[src/rtl/fpu_pkg.sv]
// Shared FP writeback definitions: source indices, writable-register predicate, result request struct.
// Writable FP registers are 1..10, 30 and 31; every other address is a constant register.
package fpu_pkg;

   localparam int SRC_ADD = 0;
   localparam int SRC_MUL = 1;
   localparam int SRC_DIV = 2;

   localparam logic [4:0] FP_CONST_LO = 5'd11;
   localparam logic [4:0] FP_CONST_HI = 5'd29;

   typedef struct packed {
      logic        valid;
      logic [4:0]  rd;
      logic [31:0] data;
   } fwb_req_t;

   function automatic logic fp_writable(input logic [4:0] addr);
      return (addr != 5'd0) && !((addr >= FP_CONST_LO) && (addr <= FP_CONST_HI));
   endfunction

endpackage

[src/rtl/fwb_rr_arb3.sv]
// Three-way grant: round-robin from a last-grant pointer when FWB_RR_EN is defined,
// otherwise fixed priority div > mul > add. Combinational grant, one-hot or zero.
module fwb_rr_arb3
   import fpu_pkg::*;
(
   input  logic       clk,
   input  logic       rst_n,
   input  logic [2:0] req_i,
   output logic [2:0] gnt_o
);

`ifdef FWB_RR_EN
   logic [1:0] last_q, last_d;

   // Search order is last+1, last+2, last+3 (mod 3).
   always_comb begin
      gnt_o = 3'b000;
      unique case (last_q)
         2'd0: begin
            if      (req_i[1]) gnt_o = 3'b010;
            else if (req_i[2]) gnt_o = 3'b100;
            else if (req_i[0]) gnt_o = 3'b001;
         end
         2'd1: begin
            if      (req_i[2]) gnt_o = 3'b100;
            else if (req_i[0]) gnt_o = 3'b001;
            else if (req_i[1]) gnt_o = 3'b010;
         end
         default: begin
            if      (req_i[0]) gnt_o = 3'b001;
            else if (req_i[1]) gnt_o = 3'b010;
            else if (req_i[2]) gnt_o = 3'b100;
         end
      endcase
   end

   always_comb begin
      last_d = last_q;
      if (gnt_o[SRC_ADD])      last_d = 2'd0;
      else if (gnt_o[SRC_MUL]) last_d = 2'd1;
      else if (gnt_o[SRC_DIV]) last_d = 2'd2;
   end

   // Reset to div so that add has first priority.
   always_ff @(posedge clk) begin
      if (!rst_n) last_q <= 2'd2;
      else        last_q <= last_d;
   end
`else
   logic unused_clk_rst;
   assign unused_clk_rst = clk ^ rst_n;

   always_comb begin
      gnt_o = 3'b000;
      if      (req_i[SRC_DIV]) gnt_o[SRC_DIV] = 1'b1;
      else if (req_i[SRC_MUL]) gnt_o[SRC_MUL] = 1'b1;
      else if (req_i[SRC_ADD]) gnt_o[SRC_ADD] = 1'b1;
   end
`endif

endmodule

[src/rtl/fwb_arbiter.sv]
// FP register-file writeback arbiter and RAW/WAW scoreboard (arbitration mode via FWB_RR_EN).
// Grant/ready combinational, write port registered one cycle after transfer; pending clears with the write.
module fwb_arbiter
   import fpu_pkg::*;
(
   input  logic        clk,
   input  logic        rst_n,
   input  logic        issue_valid,
   input  logic [4:0]  issue_rd,
   input  logic [4:0]  chk_rs1,
   input  logic [4:0]  chk_rs2,
   input  logic [4:0]  chk_rd,
   output logic        hazard,
   input  logic        add_valid,
   input  logic [4:0]  add_rd,
   input  logic [31:0] add_data,
   input  logic        mul_valid,
   input  logic [4:0]  mul_rd,
   input  logic [31:0] mul_data,
   input  logic        div_valid,
   input  logic [4:0]  div_rd,
   input  logic [31:0] div_data,
   output logic        add_ready,
   output logic        mul_ready,
   output logic        div_ready,
   output logic        fwe,
   output logic [4:0]  rd_addr,
   output logic [31:0] wdata
);

   fwb_req_t    req_a [3];
   logic [2:0]  req_vec;
   logic [2:0]  gnt;
   logic [2:0]  xfer_vec;
   fwb_req_t    sel;
   logic        xfer;

   logic        fwe_q, fwe_d;
   logic [4:0]  rd_addr_q, rd_addr_d;
   logic [31:0] wdata_q, wdata_d;
   logic [31:0] pending_q, pending_d;

   always_comb begin
      req_a[SRC_ADD] = '{valid: add_valid, rd: add_rd, data: add_data};
      req_a[SRC_MUL] = '{valid: mul_valid, rd: mul_rd, data: mul_data};
      req_a[SRC_DIV] = '{valid: div_valid, rd: div_rd, data: div_data};
   end

   assign req_vec = {req_a[SRC_DIV].valid, req_a[SRC_MUL].valid, req_a[SRC_ADD].valid};

   fwb_rr_arb3 u_arb (
      .clk   (clk),
      .rst_n (rst_n),
      .req_i (req_vec),
      .gnt_o (gnt)
   );

   // Ready is masked in reset so nothing is consumed that the reset would then lose.
   assign xfer_vec  = gnt & req_vec & {3{rst_n}};
   assign add_ready = xfer_vec[SRC_ADD];
   assign mul_ready = xfer_vec[SRC_MUL];
   assign div_ready = xfer_vec[SRC_DIV];
   assign xfer      = |xfer_vec;

   always_comb begin
      sel = '0;
      for (int i = 0; i < 3; i++) begin
         if (xfer_vec[i]) sel = req_a[i];
      end
   end

   always_comb begin
      fwe_d     = xfer && fp_writable(sel.rd);
      rd_addr_d = rd_addr_q;
      wdata_d   = wdata_q;
      if (xfer) begin
         rd_addr_d = sel.rd;
         wdata_d   = sel.data;
      end
   end

   // Clear from the write in flight, then set from issue so a same-address set wins.
   always_comb begin
      pending_d = pending_q;
      if (fwe_q) pending_d[rd_addr_q] = 1'b0;
      if (issue_valid && fp_writable(issue_rd)) pending_d[issue_rd] = 1'b1;
   end

   always_ff @(posedge clk) begin
      if (!rst_n) begin
         fwe_q     <= 1'b0;
         rd_addr_q <= 5'd0;
         wdata_q   <= 32'd0;
         pending_q <= 32'd0;
      end else begin
         fwe_q     <= fwe_d;
         rd_addr_q <= rd_addr_d;
         wdata_q   <= wdata_d;
         pending_q <= pending_d;
      end
   end

   assign hazard  = pending_q[chk_rs1] | pending_q[chk_rs2] | pending_q[chk_rd];
   assign fwe     = fwe_q;
   assign rd_addr = rd_addr_q;
   assign wdata   = wdata_q;

endmodule
[config.mk]
export PLATFORM = sky130hd
export DESIGN_NAME = fwb_arbiter
export DESIGN_NICKNAME = d
export VERILOG_FILES = /design/src/rtl/fpu_pkg.sv /design/src/rtl/fwb_rr_arb3.sv /design/src/rtl/fwb_arbiter.sv
export SDC_FILE = /design/constraint.sdc
export NUM_CORES = 1
export LEC_CHECK = 0
export BUFFER_PORTS_ARGS = -buffer_cell sky130_fd_sc_hd__buf_2
export CAP_MARGIN = 5
export CORE_ASPECT_RATIO = 1.25
export CORE_MARGIN = 3
export CORE_UTILIZATION = 44
export CTS_BUF_LIST = sky130_fd_sc_hd__clkbuf_4 sky130_fd_sc_hd__clkbuf_8
export DETAILED_ROUTE_END_ITERATION = 8
export HOLD_SLACK_MARGIN = 0.05
export PLACE_DENSITY = 0.78
export SYNTH_ARGS = -nofsm -noshare
export SYNTH_HDL_FRONTEND = slang
export SYNTH_SLANG_ARGS = --single-unit
[constraint.sdc]
create_clock -name clk -period 2.05 [get_ports clk]
set_clock_uncertainty 0.2 [all_clocks]
set_input_delay 0.41 -clock clk [delete_from_list [all_inputs] [get_ports clk]]
set_output_delay 0.41 -clock clk [all_outputs]
set_load 0.01 [all_outputs]
==> results.ini <==
[cts]
cts_root_buf=clkbuf_8
clockBufferDepth=2
cts_buffers=9
clock-sinks=70
htreeDepth=3
clk_pin_slew_ns=0.07
insertion_delay_ns=0.35
cts_tree=yes
holdBufCountCts=0

[floorplan]
start_util_pct=45.97
dieWidth_um=91.75
io_pins=179
die_area_um2=10380
core_um2=8796
rows=38
die_y_um=113.2

[grt]
grt_pass1_vias=4424
grtUsageMet1_pct=29.75
antenna_found_initial=1
met3_usage_pct=5.253
grt.busiest_layer=met2
grtUsageTotal_pct=26.90
grt_max_degree=43
grt_pass1_wl_um=22030
grt-ovfl-total=0
grtUsageMet2_pct=48.22

[pwr]
p_leak_uw=0.002573
peakVddDrop_mv=0.4398
power.density_nw_per_um2=576.6

[setup_path]
cp_num_buf_inv=1
r2r_slack_ns=0.49
worstPathCellList=mux4_2 -> mux2i_1 -> nor3_1 -> nor4_1 -> nand4_1 -> buf_2
rr_startpoint=rd_addr[0]
reg2reg_depth=4
critical_path.top_delay_family=multiplexers
cp_max_fo=4
worstPathArrival_ns=1.91
cp_slowest_cell=mux4_2
criticalPathCategory=reg -> out
reg2reg_to=pending_q[5]
cpPeakStageDelay_ns=0.48
worst_setup_path_end_kind=output pin
cp-start-kind=flop
worstPathRequired_ns=1.44

[finish]
final_common_cell=buf_2
fillCellCount=771
drive_gt1_share_pct=39.35
fin_util_pct=63.84
final_cell_mix=buf_2 (178), nand2_1 (99), dfxtp_1 (62)
area_delta_synth_final_pct=38.86
fin_nets=836

[run_status]
violations=negative setup slack
status=finished, violations left

[yosys]
synth_warnings=0
ys_seq_area_share_pct=34.65
netlist_instances=490
synth-seq-cells=70
synth.avg_cell_area_um2=8.253
ys_types=51
synthFlopType=dfxtp_1
synth_edf_count=0
syn_area_um2=4044
synth_fp_nets=627
async_flop_share_pct=0

[routing]
drt-wirelength-per-cell_um=16.88
first_pass_iters=5
drt.antenna.violating_nets=0
drc=0
viasPerCell=5.498
num_vias=4536
routed_wl_um=13920
drt-initial-drc-count=241

[worst_hold_path]
hold_class=in -> reg
hold_path_end=wdata[5]
holdPathStages=3
holdCritStartpoint=add_data[5]

[timing]
rsz0062_at_grt=yes
slew_viol_final=0
fin_crit_ns=2.519
finalHoldViolations=0
tns_ns=-0.4688
timing.final.crit_share_pct=122.9
fmax_mhz=397.0
worst_slew_pin_slew_ns=0.5924
setup_violations=1
relSlewSlack_pct=59.97
worst_slack_ns=-0.4688

[flow_run]
maxCapViolations=0

[placement]
hpwlAfterDp_um=11700
io_buffers=178
gp_routability_congestion=0.9961

[final cells by class]
class,instances,area (um^2),area share (%)
Tap cell,120,150.1,2.674
Multi-Input combinational cell,382,2484,44.23
Antenna cell,1,2.502,0.04456
Sequential cell,70,1414,25.18
Clock inverter,5,35.03,0.6239
Inverter,1,3.754,0.06684
Clock buffer,11,145.1,2.585
Timing Repair Buffer,235,1381,24.60
[what timing repair did]
item,in CTS,in global routing
endpoints found under the hold margin,0,0
resized for setup,5,10
setup buffers,0,0
pin swaps,0,4
endpoints found under the setup margin,1,1
[routing by layer]
metal	vias to the layer above	routed length (um)
met3	41	949
li1	2218	-
met1	2078	5185
met5	-	0
met4	0	654
met2	199	7132
[stage by stage]
stage	cells	cell area, um^2	hold WS [ns]	total power (uW)	setup slack [ns]
after global placement	808	5406	0.2242	2251	-0.4417
after global routing	825	5615	0.06471	3413	-0.5820
final	825	5615	0.06675	3238	-0.4688
after detailed placement	808	5406	0.2279	2268	-0.4533
after CTS	824	5592	0.06066	3257	-0.4949
after floorplan	490	4064	0.2297	1898	-0.1438
[where the power goes]
group | total, uW | internal [uW] | switching (uW)
Clock | 1000 | 482 | 520
Combinational | 721 | 351 | 370
Sequential | 1510 | 1440 | 72.0
Total | 3240 | 2280 | 962
[logic make-up (layout without fill, tap and decap cells)]
logic type             after synthesis  count (layout)  share of synthesized area (%)
buffers and inverters               38             252                          4.270
AO/OA/AOI/OAI                      138             138                          22.03
flip-flops                          70              70                          34.65
other                                0               1                              0
multiplexers                        39              39                          13.40
AND/OR/NAND/NOR                    205             205                          25.65
[worst max-delay path by stage]
stage                            start  endpoint  slack (ns)  depth (start not counted)
after global routing      pending_q[2]    hazard       -0.58                          6
after CTS                 pending_q[8]    hazard       -0.49                          6
final                     pending_q[0]    hazard       -0.47                          6
after floorplan             chk_rs1[1]    hazard       -0.14                          6
after global placement      chk_rs1[1]    hazard       -0.44                          7
after detailed placement    chk_rs1[1]    hazard       -0.45                          7
[worst min-delay path: stages]
cell,delay (ns)
buf_2,0.07
a222oi_1,0.05
nand2_1,0.05
[flip-flops by register name, summed over array words and instances, names as in the netlist]
| name | flops |
|---|---|
| pending_q | 32 |
| wdata | 32 |
| rd_addr | 5 |
| fwe | 1 |
[cell usage after synthesis, types with 4 or more instances]
cell type   n  area share [%]
a221oi_1   21             4.5
nor3_1      4            0.50
o21ai_0    45             5.6
a21boi_0   13             2.4
and2_1      8             1.2
dfxtp_1    70              35
nor3b_1     5            0.93
nand2_1    99             9.2
buf_2      18             2.2
clkbuf_1   17             1.6
nand3_1    15             1.9
mux2i_1    26             6.4
nor2_1     12             1.1
nor2b_1    26             4.0
a221o_1     5             1.2
nand3b_1   12             2.2
o21ai_1     4            0.50
a21oi_1    30             3.7
mux4_2      8             4.5
No activity file was read; power rests on OpenSTA's default activity.
